===== config.mk =====
export PLATFORM = sky130hd
export DESIGN_NAME = hazard_ctrl_flat
export DESIGN_NICKNAME = d
export VERILOG_FILES = /design/src/rtl/hazard_ctrl_pkg.sv /design/src/rtl/hazard_ctrl_if.sv /design/src/rtl/hazard_ctrl_sat_counter.sv /design/src/rtl/hazard_ctrl.sv /design/src/flat_wrapper.sv
export SDC_FILE = /design/constraint.sdc
export NUM_CORES = 1
export LEC_CHECK = 0
export ABC_AREA = 1
export CORE_MARGIN = 2
export CORE_UTILIZATION = 35
export DETAILED_ROUTE_END_ITERATION = 12
export MAX_ROUTING_LAYER = met4
export PLACE_DENSITY = 0.65
export SYNTH_ARGS = -nofsm -noshare
export SYNTH_HDL_FRONTEND = slang
export SYNTH_HIERARCHICAL = 1
export SYNTH_SLANG_ARGS = --single-unit

===== constraint.sdc =====
create_clock -name clk -period 5.9 [get_ports clk]
set_clock_uncertainty 0.1 [all_clocks]
set_input_delay 1.475 -clock clk [delete_from_list [all_inputs] [get_ports clk]]
set_output_delay 1.475 -clock clk [all_outputs]
set_load 0.05 [all_outputs]

===== src/rtl/hazard_ctrl_pkg.sv =====
// Shared pipeline definitions for the hazard controller: state encoding,
// register-address width and the control-word payload.
package hazard_ctrl_pkg;

    localparam int unsigned REG_ADDR_W = 5;
    localparam int unsigned BUB_CNT_W  = 2;

    localparam logic [REG_ADDR_W-1:0] X0 = REG_ADDR_W'(0);

    typedef enum logic [1:0] {
        RUN      = 2'd0,
        LU_STALL = 2'd1,
        MEM_WAIT = 2'd2
    } hz_state_e;

    typedef struct packed {
        logic pc_write;
        logic ifid_write;
        logic if_flush;
        logic idex_bubble;
        logic exmem_hold;
    } hz_ctrl_t;

endpackage


===== src/rtl/hazard_ctrl_if.sv =====
// Pipeline-to-hazard-controller bundle: ID/EX operand info, branch and memory
// status in; pipeline enables and performance counters out.
interface hazard_ctrl_if #(
    parameter int unsigned CNT_W = 32
);
    import hazard_ctrl_pkg::*;

    logic [REG_ADDR_W-1:0] id_rs1;
    logic [REG_ADDR_W-1:0] id_rs2;
    logic                  id_rs1_used;
    logic                  id_rs2_used;
    logic [REG_ADDR_W-1:0] ex_rd;
    logic                  ex_mem_read;
    logic                  branch_taken;
    logic                  mem_busy;

    logic                  PCWrite;
    logic                  IFIDWrite;
    logic                  IF_flush;
    logic                  IDEX_bubble;
    logic                  EXMEM_hold;
    logic [CNT_W-1:0]      stall_cycles;
    logic [CNT_W-1:0]      flush_count;

    modport master (
        output id_rs1, id_rs2, id_rs1_used, id_rs2_used, ex_rd, ex_mem_read,
               branch_taken, mem_busy,
        input  PCWrite, IFIDWrite, IF_flush, IDEX_bubble, EXMEM_hold,
               stall_cycles, flush_count
    );

    modport slave (
        input  id_rs1, id_rs2, id_rs1_used, id_rs2_used, ex_rd, ex_mem_read,
               branch_taken, mem_busy,
        output PCWrite, IFIDWrite, IF_flush, IDEX_bubble, EXMEM_hold,
               stall_cycles, flush_count
    );

endinterface


===== src/rtl/hazard_ctrl_sat_counter.sv =====
// Up-counter with synchronous reset that sticks at all-ones instead of wrapping.
module sat_counter #(
    parameter int unsigned W = 32
) (
    input  logic         clk,
    input  logic         reset,
    input  logic         i_inc,
    output logic [W-1:0] o_count
);

    logic [W-1:0] r_count;

    always_ff @(posedge clk) begin
        if (reset) begin
            r_count <= W'(0);
        end else if (i_inc && (r_count != {W{1'b1}})) begin
            r_count <= r_count + W'(1);
        end
    end

    assign o_count = r_count;

endmodule


===== src/rtl/hazard_ctrl.sv =====
// Central hazard controller: load-use bubbles, taken-branch flush and
// data-memory freeze, with saturating stall/flush performance counters.
module hazard_ctrl
    import hazard_ctrl_pkg::*;
#(
    parameter int unsigned LOAD_USE_BUBBLES = 1,
    parameter int unsigned CNT_W            = 32
) (
    input  logic          clk,
    input  logic          reset,
    hazard_ctrl_if.slave  bus
);

    localparam logic [BUB_CNT_W-1:0] BUB_LOAD = BUB_CNT_W'(LOAD_USE_BUBBLES - 1);
    localparam bit                   MULTI_BUB = (LOAD_USE_BUBBLES > 1);

    hz_state_e             r_state;
    hz_state_e             r_saved_state;
    logic [BUB_CNT_W-1:0]  r_bub_cnt;

    hz_state_e             w_next_state;
    hz_state_e             w_next_saved;
    hz_state_e             w_eff_state;
    logic [BUB_CNT_W-1:0]  w_next_bub_cnt;
    logic                  w_lu_hazard;
    logic                  w_flush_inc;
    hz_ctrl_t              w_ctrl;
    logic [CNT_W-1:0]      w_stall_cnt;
    logic [CNT_W-1:0]      w_flush_cnt;

    assign w_lu_hazard = bus.ex_mem_read && (bus.ex_rd != X0) &&
                         ((bus.id_rs1_used && (bus.id_rs1 == bus.ex_rd)) ||
                          (bus.id_rs2_used && (bus.id_rs2 == bus.ex_rd)));

    // While frozen, behave as the state that was interrupted by the busy memory.
    assign w_eff_state = (r_state == MEM_WAIT) ? r_saved_state : r_state;

    always_ff @(posedge clk) begin
        if (reset) begin
            r_state       <= RUN;
            r_saved_state <= RUN;
            r_bub_cnt     <= BUB_CNT_W'(0);
        end else begin
            r_state       <= w_next_state;
            r_saved_state <= w_next_saved;
            r_bub_cnt     <= w_next_bub_cnt;
        end
    end

    always_comb begin
        w_ctrl         = '{pc_write: 1'b1, ifid_write: 1'b1, default: 1'b0};
        w_next_state   = w_eff_state;
        w_next_saved   = r_saved_state;
        w_next_bub_cnt = r_bub_cnt;
        w_flush_inc    = 1'b0;

        if (reset) begin
            w_ctrl = '{if_flush: 1'b1, idex_bubble: 1'b1, default: 1'b0};
        end else if (bus.mem_busy) begin
            w_ctrl       = '{exmem_hold: 1'b1, default: 1'b0};
            w_next_state = MEM_WAIT;
            if (r_state != MEM_WAIT) begin
                w_next_saved = r_state;
            end
        end else if (bus.branch_taken) begin
            w_ctrl         = '{pc_write: 1'b1, ifid_write: 1'b1, if_flush: 1'b1,
                               idex_bubble: 1'b1, default: 1'b0};
            w_next_state   = RUN;
            w_next_bub_cnt = BUB_CNT_W'(0);
            w_flush_inc    = 1'b1;
        end else if (w_eff_state == LU_STALL) begin
            w_ctrl         = '{idex_bubble: 1'b1, default: 1'b0};
            w_next_bub_cnt = r_bub_cnt - BUB_CNT_W'(1);
            if (r_bub_cnt <= BUB_CNT_W'(1)) begin
                w_next_state = RUN;
            end
        end else if (w_lu_hazard) begin
            w_ctrl = '{idex_bubble: 1'b1, default: 1'b0};
            // A single-bubble configuration never leaves RUN.
            if (MULTI_BUB) begin
                w_next_state   = LU_STALL;
                w_next_bub_cnt = BUB_LOAD;
            end
        end
    end

    sat_counter #(.W(CNT_W)) u_stall_cnt (
        .clk     (clk),
        .reset   (reset),
        .i_inc   (!w_ctrl.pc_write),
        .o_count (w_stall_cnt)
    );

    sat_counter #(.W(CNT_W)) u_flush_cnt (
        .clk     (clk),
        .reset   (reset),
        .i_inc   (w_flush_inc),
        .o_count (w_flush_cnt)
    );

    assign bus.PCWrite      = w_ctrl.pc_write;
    assign bus.IFIDWrite    = w_ctrl.ifid_write;
    assign bus.IF_flush     = w_ctrl.if_flush;
    assign bus.IDEX_bubble  = w_ctrl.idex_bubble;
    assign bus.EXMEM_hold   = w_ctrl.exmem_hold;
    assign bus.stall_cycles = w_stall_cnt;
    assign bus.flush_count  = w_flush_cnt;

endmodule


===== src/flat_wrapper.sv =====
// flat-port wrapper written by rule: the top's interface ports become plain ports
module hazard_ctrl_flat import hazard_ctrl_pkg::*;
#(
    parameter int unsigned LOAD_USE_BUBBLES = 1,
    parameter int unsigned CNT_W            = 32
)
  (clk, reset, bus_id_rs1, bus_id_rs2, bus_id_rs1_used, bus_id_rs2_used, bus_ex_rd, bus_ex_mem_read, bus_branch_taken, bus_mem_busy, bus_PCWrite, bus_IFIDWrite, bus_IF_flush, bus_IDEX_bubble, bus_EXMEM_hold, bus_stall_cycles, bus_flush_count);
  hazard_ctrl_if #(.CNT_W(CNT_W)) bus_i ();
  input  logic clk;
  input  logic reset;
  input wire logic [$bits(bus_i.id_rs1)-1:0] bus_id_rs1;
  input wire logic [$bits(bus_i.id_rs2)-1:0] bus_id_rs2;
  input wire logic [$bits(bus_i.id_rs1_used)-1:0] bus_id_rs1_used;
  input wire logic [$bits(bus_i.id_rs2_used)-1:0] bus_id_rs2_used;
  input wire logic [$bits(bus_i.ex_rd)-1:0] bus_ex_rd;
  input wire logic [$bits(bus_i.ex_mem_read)-1:0] bus_ex_mem_read;
  input wire logic [$bits(bus_i.branch_taken)-1:0] bus_branch_taken;
  input wire logic [$bits(bus_i.mem_busy)-1:0] bus_mem_busy;
  output wire logic [$bits(bus_i.PCWrite)-1:0] bus_PCWrite;
  output wire logic [$bits(bus_i.IFIDWrite)-1:0] bus_IFIDWrite;
  output wire logic [$bits(bus_i.IF_flush)-1:0] bus_IF_flush;
  output wire logic [$bits(bus_i.IDEX_bubble)-1:0] bus_IDEX_bubble;
  output wire logic [$bits(bus_i.EXMEM_hold)-1:0] bus_EXMEM_hold;
  output wire logic [$bits(bus_i.stall_cycles)-1:0] bus_stall_cycles;
  output wire logic [$bits(bus_i.flush_count)-1:0] bus_flush_count;
  assign bus_i.id_rs1 = bus_id_rs1;
  assign bus_i.id_rs2 = bus_id_rs2;
  assign bus_i.id_rs1_used = bus_id_rs1_used;
  assign bus_i.id_rs2_used = bus_id_rs2_used;
  assign bus_i.ex_rd = bus_ex_rd;
  assign bus_i.ex_mem_read = bus_ex_mem_read;
  assign bus_i.branch_taken = bus_branch_taken;
  assign bus_i.mem_busy = bus_mem_busy;
  assign bus_PCWrite = bus_i.PCWrite;
  assign bus_IFIDWrite = bus_i.IFIDWrite;
  assign bus_IF_flush = bus_i.IF_flush;
  assign bus_IDEX_bubble = bus_i.IDEX_bubble;
  assign bus_EXMEM_hold = bus_i.EXMEM_hold;
  assign bus_stall_cycles = bus_i.stall_cycles;
  assign bus_flush_count = bus_i.flush_count;
  hazard_ctrl #(.LOAD_USE_BUBBLES(LOAD_USE_BUBBLES), .CNT_W(CNT_W)) u_core (.clk(clk), .reset(reset), .bus(bus_i));
endmodule

==> results of run 1 <==
worst max-delay path, cell delays in order:
cell             delay, ns
clkdlybuf4s50_1       0.46
inv_2                 0.09
nand4_1               0.08
o21ai_0               0.14
inv_1                 0.05
nand2_1               0.07
nand2_2               0.06
a21oi_1               0.20
clkdlybuf4s50_1       0.85
kinds of logic after synthesis:
logic type	Yosys count	synth area share, %
and+or+nand+nor	517	52.06
AOI/OAI and AO/OA	60	7.013
adders and majority gates	3	0.8031
buffers and inverters	104	10.14
DFF	70	29.98
power by group through the flow:
stage                     Sequential [uW]  Combinational, uW  Clock, uW
final                                 480               85.8        521
after global placement                490               85.8          0
after CTS                             480               86.4        541
after floorplan                       496               46.3          0
after global routing                  480               95.5        559
after detailed placement              490               86.0          0
path summary, 6_finish.rpt:
| kind | from | endpoint | slack, ns | cells past startpoint |
|---|---|---|---|---|
| hold / removal | u_core/r_saved_state[0] | u_core/r_saved_state[0] | 0.38 | 2 |
| hold reg to reg | u_core/r_saved_state[0] | u_core/r_saved_state[0] | 0.38 | 2 |
| setup reg to reg | u_core/r_state[0] | u_core/u_stall_cnt/o_count[25] | 3.37 | 14 |
| setup / recovery | bus_ex_rd[1] | bus_IFIDWrite | 0.85 | 9 |
metrics by stage:
step	cell area (sq um)	hold WS [ns]	util [%]	std cells	power (uW)
detailed placement	5663	0.3721	43.10	1005	576.0
global route	5951	0.4183	45.30	1021	1134
CTS	5951	0.3825	45.30	1021	1107
global placement	5663	0.3702	43.10	1005	575.9
finish	5951	0.3811	45.30	1021	1086
floorplan	4674	0.3436	-	754	542.4
layout by cell type, fill, tap and decap left out:
master,Yosys,layout
nand3_2,14,14
nor2_1,149,149
nand3_1,51,51
nand2_4,6,6
nor2_2,13,13
a21oi_1,41,41
clkbuf_1,0,1
nand4_1,25,25
clkinv_2,0,2
nor2_4,8,8
buf_4,1,2
a31oi_1,10,10
clkdlybuf4s50_1,0,90
inv_1,75,75
nand3b_1,2,2
nand2_1,216,216
o21ai_1,1,1
o21ai_0,5,5
nand4_2,4,4
and2_1,2,2
clkbuf_16,0,9
nor3_1,7,7
clkinv_1,2,2
nand2_2,16,16
nor3_2,2,2
a211oi_2,1,1
dfxtp_1,70,70
ha_1,3,3
inv_2,10,10
clkbuf_8,0,3
clkinvlp_4,0,1
a21oi_2,2,2
nor2_8,2,2
final cells by class:
class | instances | area, sq um | area share (%)
clock buffer | 13 | 270.3 | 4.542
clock inverter | 3 | 17.52 | 0.2944
tap | 176 | 220.2 | 3.701
inverter | 87 | 326.6 | 5.488
timing repair buffer | 92 | 915.9 | 15.39
multi-input combinational | 580 | 2799 | 47.04
sequential | 70 | 1401 | 23.55
per-layer routing:
layer	vias to the layer above	part of all wire [%]	track usage, %
met5	-	0	-
met1	2150	46	22.36
met2	140	48	30.21
met4	0	1.0	6.176
met3	15	5.7	4.943
li1	2575	-	-
registers in the layout (all words and copies together), names as in the netlist:
name and cells:
u_core/r_state 2, u_core/r_saved_state 2, u_core/r_bub_cnt 2, u_core/u_flush_cnt/o_count 32
u_core/u_stall_cnt/o_count 32
==> flow_summary_export.csv, run 1 <==
group,metric,value,unit
sta,worst_pin_slew,0.5581,ns
power,power_frac_seq,44.2,%
route,viasPerCell,4.780,
global_routing,grt_pass1_wl,21200,um
sta,setup_viol,0,
power,p_sw,259.1,uW
sta,fin_setup_tns,0,ns
cells_and_area,n_antenna_cell,0,
cells_and_area,nFillCells,1352,
global_routing,grt_max_degree,42,
die,coreArea,13140,sq um
power,intPower,826.9,uW
synth,synth_ff_type,"dfxtp_1",
sta,period_share,85.64,%
route,drt_pass1_iterations,5,
synth,yosys.cell_count.top_type,"nand2_1",
power,ir_worst_vdd,0.1537,mV
global_routing,grt_pass1_vias,4624,
clocking,cts.sinks,70,
worst_setup_path,critPathArrivalTime,3.48,ns
power,power_frac_comb,7.9,%
die,num_rows,42,
synth,netlist_area,4674,sq um
sta,hold_viol_final,0,
route,wl,12060,um
clocking,cts_root_buffer,"clkbuf_16",
synth,synth_fp_nets,779,
synth,netlist.area_leader.share,29.98,%
worst_setup_path,cp-start-kind,"primary input",
worst_setup_path,endpoint_kind,"output pin",
clocking,ctsResizeCount,0,
route,vias,4880,
synth,post_synth.cell_area_avg,6.200,sq um
route,ant_nets,0,
synth,yosys_warnings,6,
sta,rsz0062_at_grt,"no",
synth,synth_area_leaders,"dfxtp_1 30%, nand2_1 17%, nor2_1 12%, inv_1 6.0%, nand3_1 5.5%",
die,die_h,119.6,um
route,drt_iter0_markers,310,
clocking,clk_path_buf_depth,2,
die,die_area,14300,sq um
clocking,numCtsBuffers,9,
run_status,status,"complete, no violations",
die,die-width,119.6,um
flow_run,maxCapViolCount,0,
cells_and_area,areaGrowthSynthToFinish,27.30,%
placement,pre_cts_ws,0.8501,ns
global_routing,grt_usage,18.56,%
synth,syn-instance-count,754,
power,power.leakage,0.002552,uW
clocking,cts_hold_buffers,0,
worst_setup_path,critPathMaxFanout,3,
synth,ys_ff_latch,70,
global_routing,grt_overflow,0,
placement,gp_congestion,0.8981,
die,pin_count,91,
sta,min_period,5.052,ns
worst_setup_path,required,4.32,ns
synth,synthTopCellsByCount,"216 x nand2_1, 149 x nor2_1, 75 x inv_1",
die,initial_core_util,35.58,%
clocking,cts_tree,"done",
synth,synthDistinctLibCells,30,
clocking,cts.clk_slew.worst_paths,0.05,ns
placement,dp_hpwl,8887,um
sta,fin_ws,0.8475,ns
power,p_sw_share,23.86,%
min_path,min_path_type,"reg2reg",
placement,port_buffers,90,
route,drc,0,
sta,max-slew-margin-rel,62.66,%
global_routing,grt_antenna_before_repair,0,
synth,synth-async-reset-ratio,0,%
synth,synth.largest_area_cell,"dfxtp_1",
sta,drv_slew,0,
power,power_density,182.5,nW/um^2
clocking,cts_setup_buffers,0,
power,clkPwrFrac,47.9,%
cells_and_area,nNetsFinal,865,
synth,synth_edf_count,0,
route,wl_per_cell,11.81,um
sta,max_freq,197.9,MHz
clocking,cts_max_level,3,
synth,ys_seq_area_share,29.98,%
cells_and_area,drive_above_1_share,11.24,%
worst_setup_path,critPathKind,"in2out",
clocking,worst_skew_pair.late_latency,0.34,ns
No activity file was read; power rests on OpenSTA's default activity.
==> run 2, diff against run 1 <==
- CAP_MARGIN: default -> 20
==> results of run 2 <==
No change in the layout: final DEF, timing and power equal those of run 1.
==> run 3, diff against run 2 <==
- clock period: 5.9 -> 6.3 ns (I/O delays scaled with it)
==> run 3 against run 2 <==
Net effect: register-to-register slack gained 0.34 ns; combinational power is 6.3% lower; first-iteration DRC count shrank 20%; via count decreased by 0.66%; critical path depth stayed put; critical endpoint unchanged; global-route usage decreased by 0.39 points.
==> flow_summary_export.csv, run 3 (same netlist as run 1, synthesis figures left out) <==
group,metric,value,unit
power,power_frac_comb,7.7,%
worst_setup_path,crit_chain,"clkdlybuf4s50_1, inv_1, nand4_1, o21ai_0, inv_1, nand2_1, nand2_2, a21oi_1, clkdlybuf4s50_1",
cells_and_area,multiInputGateArea,2799,sq um
sta,setup_viol,0,
global_routing,grt_max_degree,42,
route,wl_met2,5777,um
global_routing,grt_pass1_vias,4474,
clocking,cts_root_buffer,"clkbuf_16",
route,wl_met3,668,um
clocking,numCtsBuffers,9,
sta,hold_viol_final,0,
worst_setup_path,required,4.62,ns
power,power.leakage,0.002561,uW
cells_and_area,final_cell_mix,"216 x nand2_1, 149 x nor2_1, 90 x clkdlybuf4s50_1",
power,power_density,173.9,nW/um^2
global_routing,grt_antenna_before_repair,0,
worst_setup_path,cp_slowest_stage_delay,0.84,ns
power,intPower,796.7,uW
worst_setup_path,critPathArrivalTime,3.57,ns
min_path,min_path_type,"reg2reg",
route,wl,12080,um
cells_and_area,ff_latch_area,1401,sq um
power,ir_worst_vdd,0.1433,mV
placement,port_buffers,90,
clocking,worst_skew_pair.late_latency,0.34,ns
global_routing,grt_pass1_wl,20640,um
worst_setup_path,reg2reg_slack,3.71,ns
run_status,status,"complete, no violations",
die,die-width,119.6,um
die,num_rows,42,
route,wl_met1,5507,um
placement,dp_hpwl,8960,um
cells_and_area,areaGrowthSynthToFinish,27.70,%
route,vias,4848,
clocking,ctsResizeCount,0,
route,viasPerCell,4.748,
clocking,cts_max_level,3,
clocking,cts.sinks,70,
worst_setup_path,critPathMaxFanout,4,
sta,drv_slew,0,
power,power_frac_seq,43.3,%
route,wl_per_cell,11.83,um
cells_and_area,final_common_cell,"nand2_1",
sta,fin_ws,1.053,ns
route,ant_nets,0,
worst_setup_path,endpoint_kind,"output pin",
die,die_area,14300,sq um
die,die_h,119.6,um
die,coreArea,13140,sq um
sta,max-slew-margin-rel,60.68,%
global_routing,grt_usage,18.17,%
clocking,cts.clk_slew.worst_paths,0.05,ns
flow_run,maxCapViolCount,0,
power,p_sw,241.3,uW
sta,min_period,5.247,ns
die,initial_core_util,35.58,%
worst_setup_path,critPathKind,"in2out",
cells_and_area,nNetsFinal,865,
sta,worst_pin_slew,0.5876,ns
route,drt_pass1_iterations,4,
route,drt_iter0_markers,249,
sta,max_freq,190.6,MHz
global_routing,grt_overflow,0,
cells_and_area,drive_above_1_share,11.36,%
cells_and_area,n_antenna_cell,0,
sta,fin_setup_tns,0,ns
sta,period_share,83.29,%
power,clkPwrFrac,49.0,%
power,p_sw_share,23.25,%
clocking,clk_path_buf_depth,2,
worst_setup_path,cp-start-kind,"primary input",
sta,rsz0062_at_grt,"no",
cells_and_area,nFillCells,1369,
worst_setup_path,critPathSlowestCell,"clkdlybuf4s50_1",
clocking,cts_tree,"done",
placement,pre_cts_ws,1.049,ns
route,drc,0,
die,pin_count,91,
route,highest_layer,"met4",
clocking,cts_hold_buffers,0,
clocking,cts_setup_buffers,0,
placement,gp_congestion,0.8993,
run 3: cell count changes in the layout (fill, tap and decap cells not counted):
| cell | change |
|---|---|
| clkbuf_1 | -1 |
| clkbuf_8 | +2 |
| clkinv_2 | -1 |
run 3: layout make-up:
cell class                      instances  share of cell area, %
Tap cell                              176                  3.689
Inverter                               87                  5.471
Multi-Input combinational cell        580                  46.89
Timing Repair Buffer                   92                  15.34
Sequential cell                        70                  23.48
Clock buffer                           14                  4.926
Clock inverter                          2                 0.2096
run 3: final timing paths:
kind	cells after the start	end	from
setup / recovery	9	bus_IFIDWrite	bus_ex_rd[2]
hold / removal	2	u_core/r_bub_cnt[0]	u_core/r_bub_cnt[0]
setup reg to reg	14	u_core/u_stall_cnt/o_count[25]	u_core/r_state[0]
hold reg to reg	2	u_core/r_bub_cnt[0]	u_core/r_bub_cnt[0]
run 3: worst max-delay path, delay by kind of cell:
family | cells | cell delay (ns)
AOI/OAI and AO/OA | 2 | 0.33
and+or+nand+nor | 3 | 0.23
buffers and inverters | 4 | 1.43
run 3: metrics by stage:
step,instance area (sq um),hold slack [ns],instances,utilization [%],power (uW)
after floorplan,4674,0.3436,754,-,507.9
after global placement,5663,0.3704,1005,43.10,539.3
after detailed placement,5663,0.3721,1005,43.10,539.5
after CTS,5969,0.3838,1021,45.44,1060
after global routing,5969,0.4171,1021,45.44,1086
final,5969,0.3821,1021,45.44,1038
run 3: routing by layer:
metal | vias to the layer above | GRT usage, %
li1 | 2571 | -
met1 | 2148 | 21.58
met2 | 114 | 29.96
met3 | 15 | 4.753
met4 | 0 | 6.176
met5 | - | -
run 3: power by group through the flow:
stage	Combinational, uW	Clock (uW)	Sequential [uW]
after floorplan	43.3	0	465
after global placement	80.4	0	459
after detailed placement	80.7	0	459
after CTS	81.0	530	449
after global routing	89.5	547	450
final	80.4	508	449
